<file path="src/rtl/btb_update_ctrl_if.sv">
// btb_update_ctrl_if: requester handshakes, flush control and BTB write/clear ports
interface btb_update_ctrl_if #(parameter int XLEN = 32, parameter int IDX_LEN = 5);
  logic bru_req_i;
  logic bru_ready_o;
  logic [XLEN-1:0] bru_pc_i;
  logic [XLEN-1:0] bru_tgt_i;
  logic [2:0] bru_type_i;
  logic idu_req_i;
  logic idu_ready_o;
  logic [XLEN-1:0] idu_pc_i;
  logic [XLEN-1:0] idu_tgt_i;
  logic [2:0] idu_type_i;
  logic flush_req_i;
  logic flush_busy_o;
  logic flush_done_o;
  logic btb_wr_req_o;
  logic [XLEN-1:0] btb_wr_pc_o;
  logic [XLEN-1:0] btb_wr_predictedpc_o;
  logic [2:0] btb_wr_branchtype_o;
  logic btb_clr_req_o;
  logic [IDX_LEN-1:0] btb_clr_index_o;
  modport slave(
    input bru_req_i, bru_pc_i, bru_tgt_i, bru_type_i,
    input idu_req_i, idu_pc_i, idu_tgt_i, idu_type_i, flush_req_i,
    output bru_ready_o, idu_ready_o, flush_busy_o, flush_done_o,
    output btb_wr_req_o, btb_wr_pc_o, btb_wr_predictedpc_o, btb_wr_branchtype_o,
    output btb_clr_req_o, btb_clr_index_o
  );
  modport master(
    output bru_req_i, bru_pc_i, bru_tgt_i, bru_type_i,
    output idu_req_i, idu_pc_i, idu_tgt_i, idu_type_i, flush_req_i,
    input bru_ready_o, idu_ready_o, flush_busy_o, flush_done_o,
    input btb_wr_req_o, btb_wr_pc_o, btb_wr_predictedpc_o, btb_wr_branchtype_o,
    input btb_clr_req_o, btb_clr_index_o
  );
endinterface

</file>
<file path="src/rtl/btb_update_ctrl.sv">
// btb_update_ctrl: arbitrates BRU/IDU BTB updates through a coalescing queue and walks the BTB clear on flush
module btb_update_ctrl #(
  parameter int BTB_SIZE = 32,
  parameter int QUEUE_DEPTH = 4,
  parameter int XLEN = 32
) (
  input logic clk_i,
  input logic rst_ni,
  btb_update_ctrl_if.slave bus
);
  localparam int IDX_LEN = $clog2(BTB_SIZE);
  localparam int PW = $clog2(QUEUE_DEPTH);
  localparam int CW = PW + 1;
  typedef enum logic [1:0] {RUN, FLUSH, DONE} state_t;
  state_t r_state;
  logic [CW-1:0] r_count;
  logic [PW-1:0] r_head, r_tail;
  logic [IDX_LEN-1:0] r_walk;
  logic [XLEN-1:0] r_pc [QUEUE_DEPTH];
  logic [XLEN-1:0] r_tgt [QUEUE_DEPTH];
  logic [2:0] r_type [QUEUE_DEPTH];
  logic w_run, w_pop, w_bru_acc, w_idu_acc, w_bru_hit, w_idu_hit, w_idu_drop, w_bru_push, w_idu_push;
  logic [PW-1:0] w_bru_hidx, w_idu_hidx, w_bru_idx, w_idu_idx;
  logic [CW-1:0] w_count_nxt;
  assign w_run = rst_ni && r_state == RUN && !bus.flush_req_i;
  assign w_pop = w_run && r_count != '0;
  assign bus.bru_ready_o = w_run && r_count < CW'(QUEUE_DEPTH);
  assign bus.idu_ready_o = w_run && (r_count + CW'(bus.bru_req_i)) < CW'(QUEUE_DEPTH);
  assign w_bru_acc = bus.bru_req_i && bus.bru_ready_o;
  assign w_idu_acc = bus.idu_req_i && bus.idu_ready_o;
  // the entry being popped this cycle is not a coalesce target
  always_comb begin
    w_bru_hit = 1'b0;
    w_idu_hit = 1'b0;
    w_bru_hidx = '0;
    w_idu_hidx = '0;
    for (int i = 0; i < QUEUE_DEPTH; i++)
      if ({1'b0, PW'(i) - r_head} < r_count && !(w_pop && PW'(i) == r_head)) begin
        if (r_pc[i] == bus.bru_pc_i) begin
          w_bru_hit = 1'b1;
          w_bru_hidx = PW'(i);
        end
        if (r_pc[i] == bus.idu_pc_i) begin
          w_idu_hit = 1'b1;
          w_idu_hidx = PW'(i);
        end
      end
  end
  assign w_idu_drop = w_bru_acc && bus.bru_pc_i == bus.idu_pc_i;
  assign w_bru_push = w_bru_acc && !w_bru_hit;
  assign w_idu_push = w_idu_acc && !w_idu_hit && !w_idu_drop;
  assign w_bru_idx = w_bru_hit ? w_bru_hidx : r_tail;
  assign w_idu_idx = w_idu_hit ? w_idu_hidx : r_tail + PW'(w_bru_push);
  assign w_count_nxt = r_count + CW'(w_bru_push) + CW'(w_idu_push) - CW'(w_pop);
  always_ff @(posedge clk_i) begin
    if (w_idu_acc && !w_idu_drop) begin
      r_pc[w_idu_idx] <= bus.idu_pc_i;
      r_tgt[w_idu_idx] <= bus.idu_tgt_i;
      r_type[w_idu_idx] <= bus.idu_type_i;
    end
    if (w_bru_acc) begin
      r_pc[w_bru_idx] <= bus.bru_pc_i;
      r_tgt[w_bru_idx] <= bus.bru_tgt_i;
      r_type[w_bru_idx] <= bus.bru_type_i;
    end
  end
  always_ff @(posedge clk_i or negedge rst_ni) begin
    if (!rst_ni) begin
      r_state <= RUN;
      r_count <= '0;
      r_head <= '0;
      r_tail <= '0;
      r_walk <= '0;
    end else begin
      case (r_state)
        RUN: if (bus.flush_req_i) begin
          r_state <= FLUSH;
          r_count <= '0;
          r_head <= '0;
          r_tail <= '0;
        end else begin
          r_count <= w_count_nxt;
          r_head <= r_head + PW'(w_pop);
          r_tail <= r_tail + PW'(w_bru_push) + PW'(w_idu_push);
        end
        FLUSH: begin
          r_walk <= r_walk + 1'b1;
          if (r_walk == IDX_LEN'(BTB_SIZE - 1)) r_state <= DONE;
        end
        default: r_state <= RUN;
      endcase
    end
  end
  assign bus.btb_wr_req_o = w_pop;
  assign bus.btb_wr_pc_o = w_pop ? r_pc[r_head] : '0;
  assign bus.btb_wr_predictedpc_o = w_pop ? r_tgt[r_head] : '0;
  assign bus.btb_wr_branchtype_o = w_pop ? r_type[r_head] : '0;
  assign bus.flush_busy_o = r_state == FLUSH;
  assign bus.flush_done_o = r_state == DONE;
  assign bus.btb_clr_req_o = r_state == FLUSH;
  assign bus.btb_clr_index_o = r_state == FLUSH ? r_walk : '0;
endmodule

</file>
<file path="src/flat_wrapper.sv">
// flat-port wrapper written by rule: the top's interface ports become plain ports
module btb_update_ctrl_flat 
#(
  parameter int BTB_SIZE = 32,
  parameter int QUEUE_DEPTH = 4,
  parameter int XLEN = 32
)
  (clk_i, rst_ni, bus_bru_req_i, bus_bru_pc_i, bus_bru_tgt_i, bus_bru_type_i, bus_idu_req_i, bus_idu_pc_i, bus_idu_tgt_i, bus_idu_type_i, bus_flush_req_i, bus_bru_ready_o, bus_idu_ready_o, bus_flush_busy_o, bus_flush_done_o, bus_btb_wr_req_o, bus_btb_wr_pc_o, bus_btb_wr_predictedpc_o, bus_btb_wr_branchtype_o, bus_btb_clr_req_o, bus_btb_clr_index_o);
  btb_update_ctrl_if #(.XLEN(XLEN), .IDX_LEN(5)) bus_i ();
  input logic clk_i;
  input logic rst_ni;
  input wire logic [$bits(bus_i.bru_req_i)-1:0] bus_bru_req_i;
  input wire logic [$bits(bus_i.bru_pc_i)-1:0] bus_bru_pc_i;
  input wire logic [$bits(bus_i.bru_tgt_i)-1:0] bus_bru_tgt_i;
  input wire logic [$bits(bus_i.bru_type_i)-1:0] bus_bru_type_i;
  input wire logic [$bits(bus_i.idu_req_i)-1:0] bus_idu_req_i;
  input wire logic [$bits(bus_i.idu_pc_i)-1:0] bus_idu_pc_i;
  input wire logic [$bits(bus_i.idu_tgt_i)-1:0] bus_idu_tgt_i;
  input wire logic [$bits(bus_i.idu_type_i)-1:0] bus_idu_type_i;
  input wire logic [$bits(bus_i.flush_req_i)-1:0] bus_flush_req_i;
  output wire logic [$bits(bus_i.bru_ready_o)-1:0] bus_bru_ready_o;
  output wire logic [$bits(bus_i.idu_ready_o)-1:0] bus_idu_ready_o;
  output wire logic [$bits(bus_i.flush_busy_o)-1:0] bus_flush_busy_o;
  output wire logic [$bits(bus_i.flush_done_o)-1:0] bus_flush_done_o;
  output wire logic [$bits(bus_i.btb_wr_req_o)-1:0] bus_btb_wr_req_o;
  output wire logic [$bits(bus_i.btb_wr_pc_o)-1:0] bus_btb_wr_pc_o;
  output wire logic [$bits(bus_i.btb_wr_predictedpc_o)-1:0] bus_btb_wr_predictedpc_o;
  output wire logic [$bits(bus_i.btb_wr_branchtype_o)-1:0] bus_btb_wr_branchtype_o;
  output wire logic [$bits(bus_i.btb_clr_req_o)-1:0] bus_btb_clr_req_o;
  output wire logic [$bits(bus_i.btb_clr_index_o)-1:0] bus_btb_clr_index_o;
  assign bus_i.bru_req_i = bus_bru_req_i;
  assign bus_i.bru_pc_i = bus_bru_pc_i;
  assign bus_i.bru_tgt_i = bus_bru_tgt_i;
  assign bus_i.bru_type_i = bus_bru_type_i;
  assign bus_i.idu_req_i = bus_idu_req_i;
  assign bus_i.idu_pc_i = bus_idu_pc_i;
  assign bus_i.idu_tgt_i = bus_idu_tgt_i;
  assign bus_i.idu_type_i = bus_idu_type_i;
  assign bus_i.flush_req_i = bus_flush_req_i;
  assign bus_bru_ready_o = bus_i.bru_ready_o;
  assign bus_idu_ready_o = bus_i.idu_ready_o;
  assign bus_flush_busy_o = bus_i.flush_busy_o;
  assign bus_flush_done_o = bus_i.flush_done_o;
  assign bus_btb_wr_req_o = bus_i.btb_wr_req_o;
  assign bus_btb_wr_pc_o = bus_i.btb_wr_pc_o;
  assign bus_btb_wr_predictedpc_o = bus_i.btb_wr_predictedpc_o;
  assign bus_btb_wr_branchtype_o = bus_i.btb_wr_branchtype_o;
  assign bus_btb_clr_req_o = bus_i.btb_clr_req_o;
  assign bus_btb_clr_index_o = bus_i.btb_clr_index_o;
  btb_update_ctrl #(.BTB_SIZE(BTB_SIZE), .QUEUE_DEPTH(QUEUE_DEPTH), .XLEN(XLEN)) u_core (.clk_i(clk_i), .rst_ni(rst_ni), .bus(bus_i));
endmodule
</file>
<file path="config.mk">
export PLATFORM = sky130hd
export DESIGN_NAME = btb_update_ctrl_flat
export DESIGN_NICKNAME = d
export VERILOG_FILES = /design/src/rtl/btb_update_ctrl_if.sv /design/src/rtl/btb_update_ctrl.sv /design/src/flat_wrapper.sv
export SDC_FILE = /design/constraint.sdc
export NUM_CORES = 1
export LEC_CHECK = 0
export BUFFER_PORTS_ARGS = -buffer_cell sky130_fd_sc_hd__clkbuf_2
export CAP_MARGIN = 15
export CORE_MARGIN = 1
export CORE_UTILIZATION = 40
export DETAILED_ROUTE_END_ITERATION = 10
export GPL_TIMING_DRIVEN = 0
export SLEW_MARGIN = 20
export SYNTH_ARGS = -nofsm -noshare
export SYNTH_HDL_FRONTEND = slang
export SYNTH_SLANG_ARGS = --single-unit
</file>
<file path="constraint.sdc">
create_clock -name clk_i -period 24.8 [get_ports clk_i]
set_input_delay 1.24 -clock clk_i [delete_from_list [all_inputs] [get_ports clk_i]]
set_output_delay 1.24 -clock clk_i [all_outputs]
set_load 0.01 [all_outputs]
</file>
==> results of run 1 <==
## worst paths after layout
path                                endpoint  slack [ps]  depth (start not counted)
hold reg to reg            u_core.r_state[0]         470                          1
setup / recovery           u_core.r_pc[3][5]       18030                         18
hold / removal             u_core.r_state[0]         470                          1
min in group asynchronous  u_core.r_count[0]         600                          1
setup reg to reg           u_core.r_pc[3][5]       18030                         18
max in group asynchronous   u_core.r_walk[0]       23900                          1
## cells by family (layout without fill, tap and decap cells)
logic type,count (synthesis),count (layout),synth area share
AO/OA/AOI/OAI,33,33,0.0136
XOR/XNOR,295,295,0.144
adder cells (fa/ha/maj),16,16,0.0120
buffers and inverters,132,362,0.0333
flip-flops,282,282,0.467
multiplexers,337,337,0.257
other,0,4,0
AND/OR/NAND/NOR,212,212,0.0730
## registers in the layout, indices dropped and copies added, names as in the netlist
signal          cells
u_core.r_state      2
u_core.r_head       2
u_core.r_type      12
u_core.r_walk       5
u_core.r_tail       2
u_core.r_count      3
u_core.r_pc       128
u_core.r_tgt      128
## worst max-delay path, stage by stage, from the launching register on
cell,delay [ps]
dfrtp_1,430
clkbuf_1,550
buf_1,780
clkbuf_2,600
inv_1,140
ha_1,330
inv_1,40
ha_1,270
a21oi_1,140
o2bb2ai_1,140
nor3_2,370
nor3_2,110
nand3_1,170
inv_1,60
ha_1,210
xnor2_1,140
o31ai_1,820
a31o_4,770
buf_16,310
## metal layers
layer / global-route usage / wire [um] / vias to the layer above / share of wire
li1: - / - / 5291 / -
met1: 0.350 / 25300 / 6118 / 0.42
met2: 0.413 / 27700 / 439 / 0.46
met3: 0.0590 / 4630 / 99 / 0.078
met4: 0.100 / 2060 / 8 / 0.034
met5: 0 / 57 / - / 0.00095
## placed cells by master, fill, tap and decap left out, types with 14 or more instances in the layout
cell	count
and2_1	74
buf_2	48
clkbuf_1	65
clkbuf_16	36
clkbuf_2	155
dfrtp_1	14
edfxtp_1	268
ha_1	14
mux2_2	248
mux2_4	19
mux4_2	67
nand4_1	24
nor4_1	66
xnor2_1	38
xor2_1	257
## area by class of cell
cell class | count | share of cell area
multi-input combinational | 893 | 0.432
sequential | 282 | 0.402
timing repair buffer | 167 | 0.0476
clock buffer | 42 | 0.0442
tap | 592 | 0.0354
buffer | 122 | 0.0272
clock inverter | 21 | 0.00988
inverter | 10 | 0.00180
antenna | 4 | 0.000479
## where the power goes
| part | internal (mW) | leakage [nW] | switching, mW | total (mW) |
|---|---|---|---|---|
| sequential | 0.535 | 2.57 | 0.0142 | 0.549 |
| clock | 0.307 | 0.552 | 0.208 | 0.516 |
| combinational | 0.158 | 4.44 | 0.198 | 0.356 |
## through the flow
| step | total power, mW | worst slack [ps] | cells | hold WS, ps |
|---|---|---|---|---|
| 2_1_floorplan | 0.795 | 15510 | 1307 | 433 |
| 3_3_place_gp | 0.910 | 8890 | 2050 | 459 |
| 3_5_place_dp | 0.916 | 18010 | 2066 | 469 |
| 4_1_cts | 1.43 | 17950 | 2129 | 479 |
| 5_1_grt | 1.47 | 17560 | 2131 | 505 |
| 6_report | 1.42 | 18030 | 2133 | 470 |
==> results.md, run 1 <==
- The hold violation total from the final report was 0.
- Detailed placement finished with a half-perimeter wire length of 43600 um.
- After clock tree synthesis, the repair step resized 0 gates.
- The final critical delay including setup and external delays is 6770 ps.
- In this run the vertical extent of the chip is around 210 um.
- At the pin with the least slew margin, the transition time is 1120 ps.
- The number of synthesized register bits is 282.
- The fmax is 148 MHz.
- The wire length reported by the detailed router is 59700 um.
- Setup total negative slack on the finished layout was measured at 0 ps.
- The total number of clock tree sinks is 282.
- By area the synthesized netlist is led by edfxtp_1 (45%), mux2_2 (16%), xor2_1 (13%).
- The number of routed nets with antenna violations is 0.
- The critical path class is flop to flop.
- Of the cells placed in the final design, the portion with a size suffix greater than 1 is 0.403.
- The clock tree from TritonCTS is done.
- Entering global routing, the biggest net connects 40 pins.
- The power per cell area is 68.0 mW/mm^2.
- The number of maximum-capacitance constraint violations is 0.
- In this run, CTS created clock tree buffers numbering 35.
- The number of global-route vias before repair is 12400.
- In this run, synthesis inferred 268 flip-flops with an integrated enable.
- The number of placement rows is between 70 and 80.
- The arrival time reported for the critical path endpoint is 6990 ps.
- After synthesis the cells add up to 0.0180 mm^2.
- The worst setup path is captured at a flop.
- The number of instances in the synthesized netlist is 1307.
- In this run the number of H-tree levels came out at 2.
- The width of the chip is 214 um.
- In the global route stage, overall resource usage came out at 0.262.
- After synthesis, the share of flip-flops with an asynchronous set or reset is 0.0496.
- Along the worst path, the maximum fanout reaches 34.
- The most used flip-flop cell after synthesis is edfxtp_1.
- The number of antenna violations at the first check in global routing is 9.
- After detailed routing, the number of remaining DRC violations is 0.
- The first routing iteration left 912 violations.
- Pin placement for this block handled between 200 and 250 I/O pins.
- The count of input and output buffers is 151.
- The core region area is approximately 0.044 mm^2.
- The fraction of post-synthesis cell area in the top cell type by area is 0.448.
- The average detailed-routed wire length per instance is roughly 28 um.
- In this run the most critical hold path is launched from u_core.r_state[1].
- The run finished with clean final reports.
- Setup repair after global routing left no endpoint under its margin.
- The min-delay analysis places its worst path in the category flop to flop.
- The number of hold-repair buffers added at the cts stage is 0.
- Summing all placed instances gives a cell area of 0.0198 mm^2.
- The number of nets produced by synthesis is 1462.
- The netlist uses 46 different library cells.
- By count the netlist is led by edfxtp_1 (268), xor2_1 (257), mux2_2 (248).
- Registers take between 0.008 and 0.009 mm^2.
- For the worst-skew pair, the clock arrives at the later sink with an insertion delay of 560 ps.
- The final critical-path share of the clock period is 0.273.
- Across the routed clock network, the largest skew measured is 28.1 ps.
- The longest clock path from root to sink contains 3 buffers.
- The remaining global-route overflow is 0.
- The area enclosed by the die boundary is 0.0458 mm^2.
- Summing over every cut layer, the via total after detailed routing is 12000.
- The post-CTS setup buffer count is 0.
- After detailed routing, the number of vias per cell comes to 5.60.
- The maximum vdd ir drop is 55.1 uV.
- The headroom to the max-slew limit is 0.252.
- The final estimated routing congestion in global placement is ~1.
- A synthesized cell averages 13.8 um^2.
- Relative to the synthesized area, the layout overhead comes to 16.3%.
- The static leakage is roughly 7.6 nW.
- The number of nets at the end of the flow is 1666.
- The launching instance or port of the critical path is u_core.r_head[0].
- At the end of the flow the core is filled with cells to 0.473.
- The count of final max-slew check failures came to 0.
- The launching point of the worst reg2reg path is u_core.r_head[0].
- The wire length of the first global-routing pass is a little under 90000 um.
- The most frequently used cell type in the post-synthesis netlist is edfxtp_1.
- The initial utilization of the core area, before any placement, comes to 0.406.
- The cell taking the most area after synthesis is edfxtp_1.
- The count of TritonRoute iterations in the first routing pass is 5.
- The share of the Yosys chip area taken by registers is 0.467.
- For the worst setup path, the data required time is 25020 ps.
- Fill cells in the final layout number 4035.
- Setup violations remaining at the end of the flow were counted as 0.
- Summing all multi-input logic gate instances after layout gives 0.00902 mm^2.
- The cell sitting at the root of the clock tree is a clkbuf_16.
- Clock-pin slew was measured on the worst setup and hold paths at 50 ps.
- The worst setup path is launched from a flop.
- The finished cells cover 0.0209 mm^2.
- The total number of yosys warnings is 0.
Power figures use the tool's default switching activity.
==> inputs of run 2 (changes only) <==
==> constraint.sdc (replaced) <==
create_clock -name clk_i -period 6.7 [get_ports clk_i]
set_input_delay 0.335 -clock clk_i [delete_from_list [all_inputs] [get_ports clk_i]]
set_output_delay 0.335 -clock clk_i [all_outputs]
set_load 0.01 [all_outputs]
==> run 2 against run 1 <==
Effect of this change: final cell count shrank 0.14%; sequential power grew to 3.7 times the previous value; wire length grew 1.2%; largest cell class unchanged; highest routed layer unchanged.
==> results.md, run 2 (synthesis gave the netlist of run 1 again) <==
- The flow ran to the end, and the final reports show no timing, DRC or antenna violations.
- The average detailed-routed wire length per instance came to 28.4 um (+1.3%).
- The nature of the critical path endpoint is a flop.
- The biggest fanout along the worst timing path is 35 (+2.9%).
- The final critical-path share of the clock period came to 0.922 (+0.649).
- The width of the chip was 214 um (unchanged).
- The clock-pin slew reported for the worst setup and hold paths after clock tree synthesis came to 60 ps (about the same).
- The static leakage is 7.55 nW (-0.25%).
- The number of routed nets with antenna violations came to 0 (unchanged).
- The total number of clock tree sinks came to 282 (unchanged).
- The standard cell area after detailed placement came to 0.0198 mm^2 (about the same).
- TritonCTS built the clock tree.
- The pin count of the biggest net entering global routing is 36 (-10%).
- The remaining global-route overflow is 0 (unchanged).
- The number of cells on the worst reg-to-reg path came to 15 (-3).
- The maximum buffer depth of the clock tree is 3 (unchanged).
- The effective utilization at floorplan is 0.406 (unchanged).
- The count of boundary I/O pins is 217 (unchanged).
- The height of the die was 214 um (unchanged).
- The tree is rooted in a clkbuf_16.
- The library cell used most frequently in the layout, excluding fill and tap cells, is edfxtp_1.
- The detailed placer's ending HPWL is 44400 um (+1.8%).
- The fmax is 162 MHz (+9.7%).
- The final setup violation count is 0 (unchanged).
- The area enclosed by the die boundary is 0.0458 mm^2 (unchanged).
- Setup repair after global routing left no endpoint under its margin.
- The maximum vdd ir drop came to 181 uV (+230%).
- The path type of the worst min-delay path is primary input to flop.
- The final critical delay including setup and external delays was 6180 ps (-597 ps).
- The headroom to the max-slew limit was 0.184 (-0.0682).
- The count of input and output buffers came to 151 (unchanged).
- The filler cell count in the final layout is 4039 (+0.099%).
- The total DRC errors in the routed layout came to 0 (unchanged).
- The via count is 12000 (+0.0084%).
- The final hold slack is 115 ps (-356 ps).
- The type of element launching the critical path is a flop.
- The number of global-route vias before repair is 12500 (+0.34%).
- The aggregate global-route resource usage is 0.265 (+0.00294).
- The count of final max-slew check failures is 0 (unchanged).
- The hold violation total from the final report is 0 (unchanged).
- The measured slew at the worst slew-check pin is 1220 ps (+102 ps).
- The non-filler instance count after layout is 2130 (-0.14%).
- The number of nets at the end of the flow is 1667 (+0.060%).
- The area of all placed cells without fillers was 0.0208 mm^2 (-0.25%).
- The utilization of the core after routing is 0.471 (-0.00119).
- The wire length of the first global-routing pass is 87500 um (+1.3%).
- The number of antenna violations at the first check in global routing came to 7 (-2).
- The ratio of cells with drive above 1 in the final layout came to 0.405 (+0.00156).
- The clock skew after layout is 27.7 ps (-0.403 ps).
- The number of maximum-capacitance constraint violations was 0 (unchanged).
- The total number of H-tree levels is 2 (unchanged).
- The arrival time reported for the critical path endpoint is 6400 ps (-590 ps).
- The power per cell area is 248 mW/mm^2 (+260%).
- The cell depth of the worst hold path is 2 (+1).
- The cell total after placement is 2066 (unchanged).
- The area growth from synthesis to layout is 16.0%.
- The setup total negative slack is 0 ps (unchanged).
- The largest registers in the layout are u_core.r_pc: 128 flops, u_core.r_tgt: 128 flops, u_core.r_type: 12 flops.
- The latest clock arrival within the worst-skew pair is 560 ps (about the same).
- The initial DRC count is 995 (+9.1%).
- The wire length reported by the detailed router is 60400 um (+1.2%).
- The vias per cell is 5.61 (+0.15%).
- The number of placement rows is 77 (unchanged).
- The critical path class is flop to flop.
- The number of buffers added by the clock tree synthesis step came to 35 (unchanged).
- The core region area is 0.0442 mm^2 (unchanged).
- The library cells used most frequently in the layout, excluding fill and tap cells, are edfxtp_1 (268), xor2_1 (257), mux2_2 (248), clkbuf_2 (155), and2_1 (74).
- The final estimated routing congestion in global placement was 0.984 (-0.65%).
- The count of TritonRoute iterations in the first routing pass is 5 (unchanged).
- The data required time at the worst endpoint came to 6920 ps (-18100 ps).
==> run 2: worst paths after layout <==
kind	slack, ps	start	endpoint
hold / removal	110	bus_bru_tgt_i[10]	u_core.r_tgt[2][10]
setup reg to reg	520	u_core.r_head[0]	u_core.r_pc[2][31]
hold reg to reg	480	u_core.r_walk[2]	u_core.r_walk[2]
setup / recovery	520	u_core.r_head[0]	u_core.r_pc[2][31]
min in group asynchronous	250	rst_ni	u_core.r_tail[1]
max in group asynchronous	6140	rst_ni	u_core.r_walk[3]
==> run 2: what timing repair did <==
item	in CTS	in global routing
endpoints found under the setup margin	69	69
hold endpoints to repair	14	0
hold buffers	1	0
setup buffers	0	0
gates resized for setup	2	1
==> run 2: power by group <==
part	internal (mW)	switching, mW	leakage [nW]	total, mW
Clock	1.01	0.790	0.518	1.80
Combinational	0.586	0.741	4.46	1.33
Sequential	1.98	0.0528	2.57	2.03
==> run 2: final cells by class <==
cell class,instances,area [um^2],area share
multi-input combinational,893,9020,0.433
sequential,282,8400,0.403
timing repair buffer,168,1020,0.0490
clock buffer,42,902,0.0433
tap,592,741,0.0355
buffer,122,569,0.0273
clock inverter,19,148,0.00708
inverter,10,37.5,0.00180
antenna,2,5.00,0.000240
==> run 2: per-layer routing <==
layer,global-route usage,vias up,share of wire
li1,-,5299,-
met1,0.360,6107,0.43
met2,0.415,438,0.46
met3,0.0628,102,0.073
met4,0.0839,10,0.031
met5,0,-,0.00091
==> run 2: critical path, stage by stage (launching register included) <==
cell       delay [ps]
dfrtp_1           420
clkbuf_1          470
clkbuf_2          470
clkbuf_2          550
inv_1             150
ha_1              340
ha_1              280
a21oi_1            60
o2bb2ai_1         360
or3_1             210
nand3_1           150
a2111oi_4         720
buf_4             340
buf_4             290
a31o_4            620
buf_16            310
==> run 2: through the flow <==
stage               setup slack [ps]  power (mW)
detailed placement              -156        3.40
finish                           525        5.16
CTS                             16.5        5.19
global placement               -2520        3.38
floorplan                        733        2.95
global route                     131        5.37
==> inputs of run 3 (changes only) <==
--- a/config.mk
+++ b/config.mk
@@ -5,6 +5,7 @@
 export SDC_FILE = /design/constraint.sdc
 export NUM_CORES = 1
 export LEC_CHECK = 0
+export ABC_AREA = 1
 export BUFFER_PORTS_ARGS = -buffer_cell sky130_fd_sc_hd__clkbuf_2
 export CAP_MARGIN = 15
 export CORE_MARGIN = 1
==> run 3 against run 2 <==
Effect of this change: hold slack worse by 27 ps; total power increased by 4.9%; worst setup slack got worse by 210 ps; synthesized cell count up 110%; final cell count increased by 71%; clock skew shrank 9.3 ps; sequential share of layout area is 3.6 points lower; sequential power barely moved; flip-flop and latch count unchanged; non-clock buffer count up 89; critical path type unchanged.
==> results.md, run 3 <==
- The final hold slack came to 88.0 ps (-26.9 ps).
- Setup repair after global routing left no endpoint under its margin.
- The arrival time reported for the critical path endpoint came to 6670 ps (+270 ps).
- The latest clock arrival within the worst-skew pair is 560 ps (about the same).
- The standard cell area after detailed placement is 0.0218 mm^2 (+10%).
- The effective utilization at floorplan came to 0.408 (+0.00119).
- The worst-case setup slack after placement is -164 ps (-8.10 ps).
- The clock-pin slew reported for the worst setup and hold paths after clock tree synthesis was 60 ps (about the same).
- The hold violation total from the final report is 0 (unchanged).
- The total number of clock tree sinks is 282 (unchanged).
- The number of routed nets with antenna violations is 0 (unchanged).
- The utilization of the core after routing is 0.465 (-0.00596).
- The vias per cell is 5.57 (-0.77%).
- The wire length of the first global-routing pass is 118000 um (+35%).
- The share of synthesized registers carrying an async set or reset is 0.0496 (unchanged).
- The measured slew at the worst slew-check pin came to 1040 ps (-180 ps).
- The cell depth of the worst hold path is 3 (+1).
- The fmax is 157 MHz (-3.3%).
- The average cell area after synthesis came to 7.28 um^2 (-47%).
- In this run the clock root is driven by a clkbuf_16.
- The number of placement rows came to 81 (+5.2%).
- By area the synthesized netlist is led by edfxtp_1 (40%), nand2_1 (18%), xnor2_1 (5.2%).
- The number of buffers added by the clock tree synthesis step was 35 (unchanged).
- The final estimated routing congestion in global placement is 1.00 (+1.7%).
- Yosys instantiated no cell more often than nand2_1.
- The average detailed-routed wire length per instance is 22.1 um (-22%).
- From synthesis to final layout, the design area changed by 14.2%.
- The area enclosed by the die boundary is 0.0510 mm^2 (+11%).
- The count of input and output buffers was 156 (+3.3%).
- The fraction of power consumed by combinational cells was 0.278 (+0.021).
- The via count came to 20300 (+70%).
- In the layout the commonest cells are nand2_1 (968), edfxtp_1 (268), nor2_1 (233), inv_1 (212), nand3_1 (171).
- The cell-internal power is 3.46 mW (-3.3%).
- The number of synthesized register bits is 282 (unchanged).
- The maximum buffer depth of the clock tree came to 3 (unchanged).
- The total number of H-tree levels came to 2 (unchanged).
- The area of all placed cells without fillers is 0.0229 mm^2 (+9.7%).
- The fraction of post-synthesis cell area in the top cell type by area is 0.402 (-0.0461).
- By startpoint and endpoint, the worst setup path is classified as flop to flop.
- The fraction of power consumed by sequential logic is 0.378 (-0.016).
- The setup total negative slack was 0 ps (unchanged).
- The clock skew after layout is 18.4 ps (-9.31 ps).
- The initial DRC count was 2128 (+110%).
- The headroom to the max-slew limit came to 0.304 (+0.120).
- The pin count of the biggest net entering global routing is 40 (+11%).
- Of all cell types, the one taking the most synthesized area is edfxtp_1.
- The power per cell area is 237 mW/mm^2 (-4.4%).
- The number of nets at the end of the flow is 3105 (+86%).
- The aggregate global-route resource usage was 0.313 (+0.0483).
- The final setup violation count is 0 (unchanged).
- The maximum vdd ir drop was 133 uV (-27%).
- In the synthesized netlist, the cells that appear most often are nand2_1 (972), edfxtp_1 (268), nor2_1 (233).
- The post-CTS setup buffer count was 0 (unchanged).
- In the final layout, the registers with the most flip-flops are u_core.r_pc: 128 flops, u_core.r_tgt: 128 flops, u_core.r_type: 12 flops.
- In this run the worst setup path begins at u_core.r_head[0].
- The count of boundary I/O pins was 217 (unchanged).
- The proportion of synthesized chip area in sequential cells came to 0.419 (-0.0481).
- The biggest fanout along the worst timing path is 35 (unchanged).
- The core region area is 0.0492 mm^2 (+11%).
- The remaining global-route overflow came to 0 (unchanged).
- The number of cells on the worst reg-to-reg path is 18 (+3).
- The number of enable-type register cells in the synthesized netlist was 268 (unchanged).
- STA classifies the critical path endpoint as a flop.
- The switching fraction of total power is 0.361 (+0.0540).
- The number of antenna violations at the first check in global routing is 7 (unchanged).
- The height of the die was 226 um (+5.5%).
- The ratio of cells with drive above 1 in the final layout is 0.109 (-0.296).
- The total DRC errors in the routed layout was 0 (unchanged).
- The width of the chip was 226 um (+5.5%).
- The non-filler instance count after layout is 3643 (+71%).
- The startpoint identified for the worst hold timing path is bus_idu_tgt_i[0].
- The smallest setup slack after layout is 313 ps (-211 ps).
- The number of nets produced by synthesis is 2907 (+99%).
- The number of global-route vias before repair came to 19400 (+56%).
- The number of maximum-capacitance constraint violations is 0 (unchanged).
- The count of final max-slew check failures was 0 (unchanged).
- The cell total after placement was 3576 (+73%).
- The data required time at the worst endpoint is 6990 ps (+70 ps).
- The tightest min-delay check is of the primary input to flop type.
- The number of unique standard cell types used by synthesis is 36 (-22%).
- The clock tree from TritonCTS is done.
- The count of TritonRoute iterations in the first routing pass is 5 (unchanged).
- The final critical-path share of the clock period is 0.953 (+0.0316).
- The final critical delay including setup and external delays was 6390 ps (+212 ps).
- The net switching power figure is 1.95 mW (+23%).
- The number of instances in the synthesized netlist is 2752 (+110%).
- The overall power of the completed layout is 5.41 mW (+4.9%).
- The type of element launching the critical path is a flop.
- The wire length reported by the detailed router was 80600 um (+33%).
- The detailed placer's ending HPWL is 57300 um (+29%).
- The top flip-flop cell by instance count after synthesis is edfxtp_1.
- The static leakage came to 10.5 nW (+39%).
- The clock power share came to 0.344 (-0.005).
- The post-synthesis cell area is 0.0200 mm^2 (+11%).
- The flow ran to the end, and the final reports show no timing, DRC or antenna violations.
- The most frequent standard cell in the layout excluding fill and tap cells is nand2_1.
- The total number of yosys warnings came to 0 (unchanged).
- The launching point of the worst reg2reg path is u_core.r_head[0].
-- run 3: cell count changes after synthesis, sizes merged, moves of 67 or more --
cell / previous run / this run
o21ai: 6 / 152
mux4: 67 / 0
nand2: 11 / 974
nor2: 5 / 238
inv: 10 / 214
xor2: 257 / 67
mux2: 270 / 0
and2: 74 / 1
xnor2: 38 / 118
nand4: 24 / 164
nand3: 5 / 174
-- run 3: worst max-delay path, stage by stage (launching register included) --
cell and delay [ps]:
dfrtp_1 430, buf_2 250, inv_1 100, clkbuf_1 550, clkbuf_2 500, clkbuf_2 540, ha_1 340, ha_1 280
nand2_1 70, nand2_1 50, a22oi_1 440, nand3_1 280, nand3_1 130, nand2_1 80, buf_2 250, nand4_2 250
clkbuf_1 590, nand2_4 550, buf_16 390
-- run 3: area by class of cell --
cell class / instances / area (um^2)
flip-flops and latches: 282 / 8400
clock inverters: 15 / 139
inverters: 216 / 811
multi-input cells: 2036 / 9890
diodes: 5 / 12.5
clock buffers: 46 / 927
repair buffers: 161 / 901
fillers: 5029 / 26300
well taps: 664 / 831
plain buffers: 218 / 971
-- run 3: kinds of logic (layout without fill, tap and decap cells) --
logic type	after synthesis	count (layout)	share of synthesized area
xor+xnor	185	185	0.0809
other cells	0	5	0
buf+inv	434	656	0.0888
simple gates	1571	1571	0.331
fa+ha+maj	16	16	0.0107
flops	282	282	0.419
compound gates	264	264	0.0694
-- run 3: worst paths after layout --
check / endpoint / slack [ps]
max: u_core.r_type[3][1] / 310
min reg2reg: u_core.r_walk[3] / 570
min in group asynchronous: u_core.r_walk[2] / 220
max reg2reg: u_core.r_type[3][1] / 310
max in group asynchronous: u_core.r_count[1] / 6210
min: u_core.r_tgt[2][0] / 90
-- run 3: power groups by stage --
stage,Clock (mW),Sequential [mW],Combinational (mW)
after floorplan,0,2.07,0.894
after detailed placement,0,2.08,1.47
after CTS,1.86,2.04,1.47
final,1.86,2.05,1.50
after global placement,0,2.09,1.44
after global routing,1.92,2.05,1.62
-- run 3: repair_timing --
item                                   in CTS  in global routing
hold buffers                                1                  0
endpoints found under the hold margin      14                  0
pin swaps                                   0                  0
gates resized for setup                     1                  2
cloned                                      0                  0
setup endpoints to repair                 147                 20
-- run 3: per-layer routing --
metal	track usage	vias to the layer above	wire (um)
li1	-	9395	-
met1	0.406	9503	31400
met2	0.511	1181	37300
met3	0.0539	204	8290
met4	0.136	8	3600
met5	0	-	45
